$ cat src/rtl/door_actuator.sv
// door_actuator
//   Door mechanism sequencer. Drives the motor through open/close travel in
//   response to the door controller's commands and reverses a closing door
//   when an obstruction or open request is seen.
//
// Ports
//   clk          in   system clock, rising edge
//   reset        in   synchronous, active-high
//   openDoor     in   open request
//   closeDoor    in   close request
//   door_sensor  in   doorway obstruction, active-high
//   move_lock    in   car moving / not level; inhibits opening
//   door_state   out  1 only in OPEN (dwell-counter enable)
//   door_closed  out  1 only in CLOSED (car-motion interlock)
//   motor_open   out  1 only in OPENING
//   motor_close  out  1 only in CLOSING
//   position     out  0 = shut, TRAVEL_CYCLES = fully open
//   reopen_cnt   out  saturating count of CLOSING->OPENING reversals
//   fault        out  sticky: move_lock seen while not CLOSED
module door_actuator #(
  parameter int CNT_W         = 8,
  parameter int TRAVEL_CYCLES = 20
) (
  input  logic             clk,
  input  logic             reset,
  input  logic             openDoor,
  input  logic             closeDoor,
  input  logic             door_sensor,
  input  logic             move_lock,
  output logic             door_state,
  output logic             door_closed,
  output logic             motor_open,
  output logic             motor_close,
  output logic [CNT_W-1:0] position,
  output logic [3:0]       reopen_cnt,
  output logic             fault
);

  localparam logic [1:0] CLOSED  = 2'd0;
  localparam logic [1:0] OPENING = 2'd1;
  localparam logic [1:0] OPEN    = 2'd2;
  localparam logic [1:0] CLOSING = 2'd3;

  localparam logic [CNT_W-1:0] TRAVEL = CNT_W'(TRAVEL_CYCLES);
  localparam logic [CNT_W-1:0] ONE    = CNT_W'(1);

  logic [1:0]       state_q, state_d;
  logic [CNT_W-1:0] pos_q, pos_d;
  logic [3:0]       reopen_q, reopen_d;
  logic             fault_q, fault_d;

  always_comb begin
    state_d  = state_q;
    pos_d    = pos_q;
    reopen_d = reopen_q;
    // Fault is only an indicator; it never alters sequencing.
    fault_d  = fault_q | (move_lock & (state_q != CLOSED));

    case (state_q)
      CLOSED: begin
        if (openDoor && !move_lock) state_d = OPENING;
      end
      OPENING: begin
        // >= rather than == : a reversal at full travel re-enters OPENING
        // with position already at TRAVEL, and must not overshoot.
        if (pos_q >= TRAVEL - ONE) begin
          pos_d   = TRAVEL;
          state_d = OPEN;
        end else begin
          pos_d = pos_q + ONE;
        end
      end
      OPEN: begin
        if (closeDoor && !openDoor && !door_sensor) state_d = CLOSING;
      end
      CLOSING: begin
        // Reversal wins over completion; position holds on the reversal edge.
        if (openDoor || door_sensor) begin
          state_d = OPENING;
          if (reopen_q != 4'hF) reopen_d = reopen_q + 4'd1;
        end else if (pos_q <= ONE) begin
          pos_d   = '0;
          state_d = CLOSED;
        end else begin
          pos_d = pos_q - ONE;
        end
      end
      default: begin
        state_d = CLOSED;
        pos_d   = '0;
      end
    endcase
  end

  always_ff @(posedge clk) begin
    if (reset) begin
      state_q  <= CLOSED;
      pos_q    <= '0;
      reopen_q <= '0;
      fault_q  <= 1'b0;
    end else begin
      state_q  <= state_d;
      pos_q    <= pos_d;
      reopen_q <= reopen_d;
      fault_q  <= fault_d;
    end
  end

  assign door_state  = (state_q == OPEN);
  assign door_closed = (state_q == CLOSED);
  assign motor_open  = (state_q == OPENING);
  assign motor_close = (state_q == CLOSING);
  assign position    = pos_q;
  assign reopen_cnt  = reopen_q;
  assign fault       = fault_q;

endmodule

$ cat config.mk
export PLATFORM = sky130hd
export DESIGN_NAME = door_actuator
export DESIGN_NICKNAME = d
export VERILOG_FILES = /design/src/rtl/door_actuator.sv
export SDC_FILE = /design/constraint.sdc
export NUM_CORES = 1
export LEC_CHECK = 0
export CORE_MARGIN = 2
export CORE_UTILIZATION = 40
export CTS_CLUSTER_DIAMETER = 100
export CTS_CLUSTER_SIZE = 16
export DETAILED_ROUTE_END_ITERATION = 12
export GPL_TIMING_DRIVEN = 0
export PLACE_DENSITY = 0.63
export SLEW_MARGIN = 20
export SYNTH_ARGS = -nofsm -noshare
export SYNTH_HDL_FRONTEND = slang
export SYNTH_SLANG_ARGS = --single-unit
$ cat constraint.sdc
create_clock -name clk -period 3.7 [get_ports clk]
set_input_delay 0.555 -clock clk [delete_from_list [all_inputs] [get_ports clk]]
set_output_delay 0.555 -clock clk [all_outputs]
set_load 0.01 [all_outputs]
==> metrics.md, run 1 <==
| Metric | Value |
|---|---|
| Status | complete, no violations |
| Antenna violations before repair | 0 |
| Max Slew Vio Count | 0 |
| Async set-reset flop share out of synthesis | 0% |
| Worst r2r src | position[0] |
| Syn nets | 142 |
| Most area-consuming cells after synthesis | dfxtp_1 29%, ha_1 9.6%, a21oi_1 3.8% |
| Worst rel slew slack | 57.55% |
| Clock buffer depth | 2 |
| Area fraction of the dominant cell type after synthesis | 28.78% |
| Cell leakage power | 0.5058 nW |
| Worst reg2reg endpoint | position[5] |
| Post-cts sizing count | 0 |
| Netlist cell types | 40 |
| Setup TNS | 0 ps |
| Post-Synthesis Mean Instance Area | 8.152 sq um |
| Max Cap Violations | 0 |
| Crit path time final | 2130 ps |
| First-pass GRT wire length | 4.202 mm |
| Slew @ Worst Pin | 630.1 ps |
| RSZ-0062 raised after global routing | false |
| Die height | 55.08 microns |
| Seq/Total Area, Yosys | 28.78% |
| Fin nets | 168 |
| Cts hold-fix bufs | 0 |
| Initial Util | 42.12% |
| Vias per cell | 5.678 |
| CTS tree | done |
| H-tree levels | 1 |
| All-Layer GR Usage | 19.62% |
| Tot Pwr | 712.8 uW |
| Layout cells sized above 1 | 8.497% |
| Full die area | 3033 sq um |
| Power Density | 541.0 nW/um^2 |
| Post-CTS Setup Bufs | 0 |
| Latest clock arrival within the worst-skew pair | 290 ps |
| Achievable frequency | 469.4 MHz |
| # diodes | 0 |
| WL final | 2.640 mm |
| Arrival @ worst endpoint | 1580 ps |
| VDD IR-drop max | 0.2673 mV |
| R2R cell count | 6 |
| CP required | 3140 ps |
| CORE AREA | 2477 sq um |
| CP endpoint kind | output port |
| Mapped cell area | 1044 sq um |
| Io pins | 23 |
| Final GP Congestion | 0.9311 |
| IO buf count | 21 |
| Hold Path Class | reg -> reg |
| Area growth from synthesis to layout | 26.26% |
| Final Hold Vio Count | 0 |
| Seq cells post-synth | 15 |
| Total grt overflow | 0 |
| Hold path start | fault |
| Fin crit share | 57.58% |
| Routed Antenna Nets | 0 |
| Setup CP Type | reg -> out |
| DRC errors left | 0 |
| DR iter-0 viols | 38 |
| DPL Wire Length | 1.976 mm |
| Yosys top cell by area | dfxtp_1 |
| Root buf cell | clkbuf_4 |
| FP Rows | 18 |
| Ys flop type | dfxtp_1 |
| Via count of the first global-routing pass | 916 |
| Mapped Cells | 128 |
| WHS Path Cells | 2 |
| CP max FO | 5 |
| Crit path launch type | flop |
| Internal reg-to-reg setup slack | 1620 ps |
| Clock buffers created by TritonCTS | 3 |
| Hold Path Sink | fault |
| Chip width | 55.08 microns |
| Drt wl/cell | 14.43 microns |
| Max Clock Skew | 12.43 ps |
| Via Count | 1,039 |
| Yosys warnings | 0 |
| CTS Sinks | 15 |
| Worst-path clk slew | 100 ps |
| Largest net degree at the start of global routing | 11 |
| Drt first pass iters | 4 |
| Final setup vio count | 0 |
| EDFF count, synth | 0 |
-- report_power, final --
part | internal [mW] | switching (mW)
Sequential | 0.186 | 0.0362
Clock | 0.0419 | 0.0545
Combinational | 0.178 | 0.216
-- area by class of cell --
type | count | area [sq um]
fill | 243 | 1160
multi-input combinational | 98 | 681.9
sequential | 15 | 300.3
timing repair buffer | 21 | 210.2
tap | 30 | 37.54
inverter | 9 | 33.78
buffer | 6 | 27.53
clock buffer | 4 | 26.28
-- Yosys cell counts, types with 3 or more instances --
library cell / count
nand2_1: 7
nand3_1: 7
dfxtp_1: 15
a311oi_1: 3
nor3_1: 3
o21ai_0: 7
nand2b_1: 3
nor2_1: 9
a21oi_1: 8
mux2i_1: 3
inv_1: 9
ha_1: 8
or3_1: 3
a31oi_1: 5
o31ai_1: 4
buf_2: 4
-- metal layers --
layer  track usage [%]  wire length (microns)  vias up
li1                  -                      -      526
met1             25.24                   1193      479
met2             31.55                   1297       32
met3             5.914                    131        2
met4             5.691                     19        0
met5                 0                      0        -
-- state kept, by name (all words and copies together) (netlist names) --
register    flops
state_q         2
reopen_cnt      4
fault           1
position        8
-- logic make-up (layout without fill, tap and decap cells) --
group	Yosys count	after routing	share of synthesized area [%]
buffers and inverters	15	40	5.875
AND/OR/NAND/NOR	47	47	25.78
adder cells (fa/ha/maj)	8	8	9.593
multiplexers	3	3	2.878
flip-flops	15	15	28.78
XOR/XNOR	2	2	1.679
AO/OA/AOI/OAI	38	38	25.42
-- cells in the final DEF, fill, tap and decap left out, drive strengths merged, types with 2 or more instances in the layout --
cell type	count
or3	4
a21oi	8
ha	8
nand2b	3
nor3	4
mux2i	3
inv	9
and3	2
o31ai	5
nor2	9
a211o	2
a31oi	5
o21ai	8
clkbuf	6
buf	4
dfxtp	15
nand2	7
or4	2
nand3	7
nor3b	2
a311oi	3
clkdlybuf4s50	21
xnor2	2
or2	2
-- through the flow --
stage	cell area (sq um)	worst slack [ps]	cells	hold WS, ps	util (%)
2_1_floorplan	1044	1833	128	481.6	-
3_3_place_gp	1291	1553	179	457.2	52.12
3_5_place_dp	1291	1532	179	492.0	52.12
4_1_cts	1318	1560	183	517.7	53.18
5_1_grt	1318	1446	183	545.0	53.18
6_report	1318	1570	183	508.0	53.18
-- worst max-delay path by stage --
| stage | endpoint | startpoint | slack (ps) |
|---|---|---|---|
| global placement | position[2] | door_sensor | 1550 |
| detailed placement | position[2] | door_sensor | 1530 |
| finish | door_closed | state_q[0] | 1570 |
| CTS | door_closed | state_q[0] | 1560 |
| global route | position[2] | position[0] | 1450 |
| floorplan | position[5] | position[0] | 1830 |
-- worst max-delay path: stages (launching register included) --
cell	delay, ps
dfxtp_1	360
inv_1	110
ha_1	240
clkdlybuf4s50_1	560
Power figures use the tool's default switching activity.
==> run 2, diff against run 1 <==
==> constraint.sdc (replaced) <==
create_clock -name clk -period 2.13 [get_ports clk]
set_input_delay 0.3195 -clock clk [delete_from_list [all_inputs] [get_ports clk]]
set_output_delay 0.3195 -clock clk [all_outputs]
set_load 0.01 [all_outputs]
==> run 2 against run 1 <==
Compared with the run above: combinational power is 75% higher; non-clock buffer count did not move; cell area rose by 0.19%; sequential power up 73%; clock-buffer cell count unchanged; worst hold slack worse by 110 ps; core utilization increased by 0.10 points; critical path type is now reg -> reg.
==> metrics.md, run 2 (same netlist as run 1, synthesis figures left out) <==
| Metric | Value |
|---|---|
| Drt first pass iters | 4 |
| Max Clock Skew | 12.35 ps |
| Worst-path clk slew | 100 ps |
| Post-CTS Setup Bufs | 0 |
| Fin crit share | 92.39% |
| Crit path time final | 1968 ps |
| Power Density | 942.5 nW/um^2 |
| Chip width | 55.08 microns |
| Drt wl/cell | 14.37 microns |
| Vias per cell | 5.661 |
| Area growth from synthesis to layout | 26.50% |
| Die height | 55.08 microns |
| Crit path launch type | flop |
| CP max FO | 10 |
| Commonest non-fill, non-tap cells in the layout | 21 x clkdlybuf4s50_1, 15 x dfxtp_1, 9 x inv_1 |
| Via Count | 1,036 |
| Latest clock arrival within the worst-skew pair | 290 ps |
| RSZ-0062 raised after global routing | false |
| Io pins | 23 |
| H-tree levels | 1 |
| CORE AREA | 2477 sq um |
| Routed wl met2 | 1.282 mm |
| VDD IR-drop max | 0.4640 mV |
| Clock buffers created by TritonCTS | 3 |
| Largest net degree at the start of global routing | 11 |
| Routed Antenna Nets | 0 |
| Clock buffer depth | 2 |
| Routed met1 length | 1.199 mm |
| Initial Util | 42.12% |
| Commonest non-fill, non-tap cell in the layout | clkdlybuf4s50_1 |
| Full die area | 3033 sq um |
| Status | complete, no violations |
| FP Rows | 18 |
| Hold Path Class | in -> reg |
| Worst rel slew slack | 57.51% |
| Root buf cell | clkbuf_4 |
| Layout cells sized above 1 | 9.150% |
| Final GP Congestion | 0.9311 |
| First-pass GRT wire length | 4.202 mm |
| CP required | 2350 ps |
| All-Layer GR Usage | 19.62% |
| Arrival @ worst endpoint | 2180 ps |
| Post-cts sizing count | 0 |
| Final Hold Vio Count | 0 |
| Setup CP Type | reg -> reg |
| DPL Wire Length | 1.976 mm |
| Cts hold-fix bufs | 0 |
| DR iter-0 viols | 30 |
| Fin nets | 168 |
| Max FFs per register | 8 |
| Total grt overflow | 0 |
| Top Metal Used | met4 |
| WL final | 2.629 mm |
| CTS Sinks | 15 |
| Setup TNS | 0 ps |
| CP endpoint kind | flop |
| WL met3 | 117 microns |
| CTS tree | done |
| Post-route setup slack | 162.0 ps |
| Achievable frequency | 508.1 MHz |
| IO buf count | 21 |
| Cell leakage power | 0.5056 nW |
| # diodes | 0 |
| DRC errors left | 0 |
| Via count of the first global-routing pass | 916 |
| Slew @ Worst Pin | 630.6 ps |
| Max Cap Violations | 0 |
| Max Slew Vio Count | 0 |
| Dpl ws | 45.77 ps |
| Antenna violations before repair | 0 |
| Final setup vio count | 0 |
-- run 2: routing by layer --
metal | vias to the layer above | GRT usage [%]
met5 | - | 0
met3 | 6 | 5.914
met1 | 472 | 25.24
met4 | 0 | 5.691
li1 | 527 | -
met2 | 31 | 31.55
-- run 2: worst max-delay path, cell delays in order, from the launching register on --
cell and delay, ps:
dfxtp_1 520, inv_1 110, ha_1 300, nor2_2 300, o31ai_4 130, or4_1 480, o31ai_1 70
-- run 2: final cells by class --
class,instances,area [sq um]
buffer,6,27.53
tap,30,37.54
clock buffer,4,26.28
fill,242,1157
timing repair buffer,21,210.2
sequential,15,300.3
inverter,9,33.78
multi-input combinational,98,684.4
-- run 2: report_power, final --
group / switching (mW) / total, mW / leakage (nW) / internal (mW)
clock network: 0.0948 / 0.168 / 0.0150 / 0.0728
registers: 0.0622 / 0.385 / 0.122 / 0.323
logic: 0.378 / 0.691 / 0.369 / 0.313
total: 0.535 / 1.24 / 0.506 / 0.709
-- run 2: path summary, 6_finish.rpt --
| path | cells after the start | slack (ps) | to | start |
|---|---|---|---|---|
| setup / recovery | 6 | 160 | position[5] | position[0] |
| hold / removal | 2 | 400 | state_q[0] | reset |
| setup reg to reg | 6 | 160 | position[5] | position[0] |
| hold reg to reg | 2 | 510 | fault | fault |
-- run 2: through the flow --
| step | instance area (sq um) | util [%] | power, mW | hold slack, ps | instances |
|---|---|---|---|---|---|
| floorplan | 1044 | - | 0.8344 | 464.2 | 128 |
| global placement | 1291 | 52.12 | 1.058 | 457.2 | 179 |
| detailed placement | 1291 | 52.12 | 1.071 | 492.0 | 179 |
| CTS | 1318 | 53.18 | 1.242 | 389.7 | 183 |
| global route | 1320 | 53.28 | 1.353 | 425.9 | 183 |
| finish | 1320 | 53.28 | 1.244 | 399.8 | 183 |
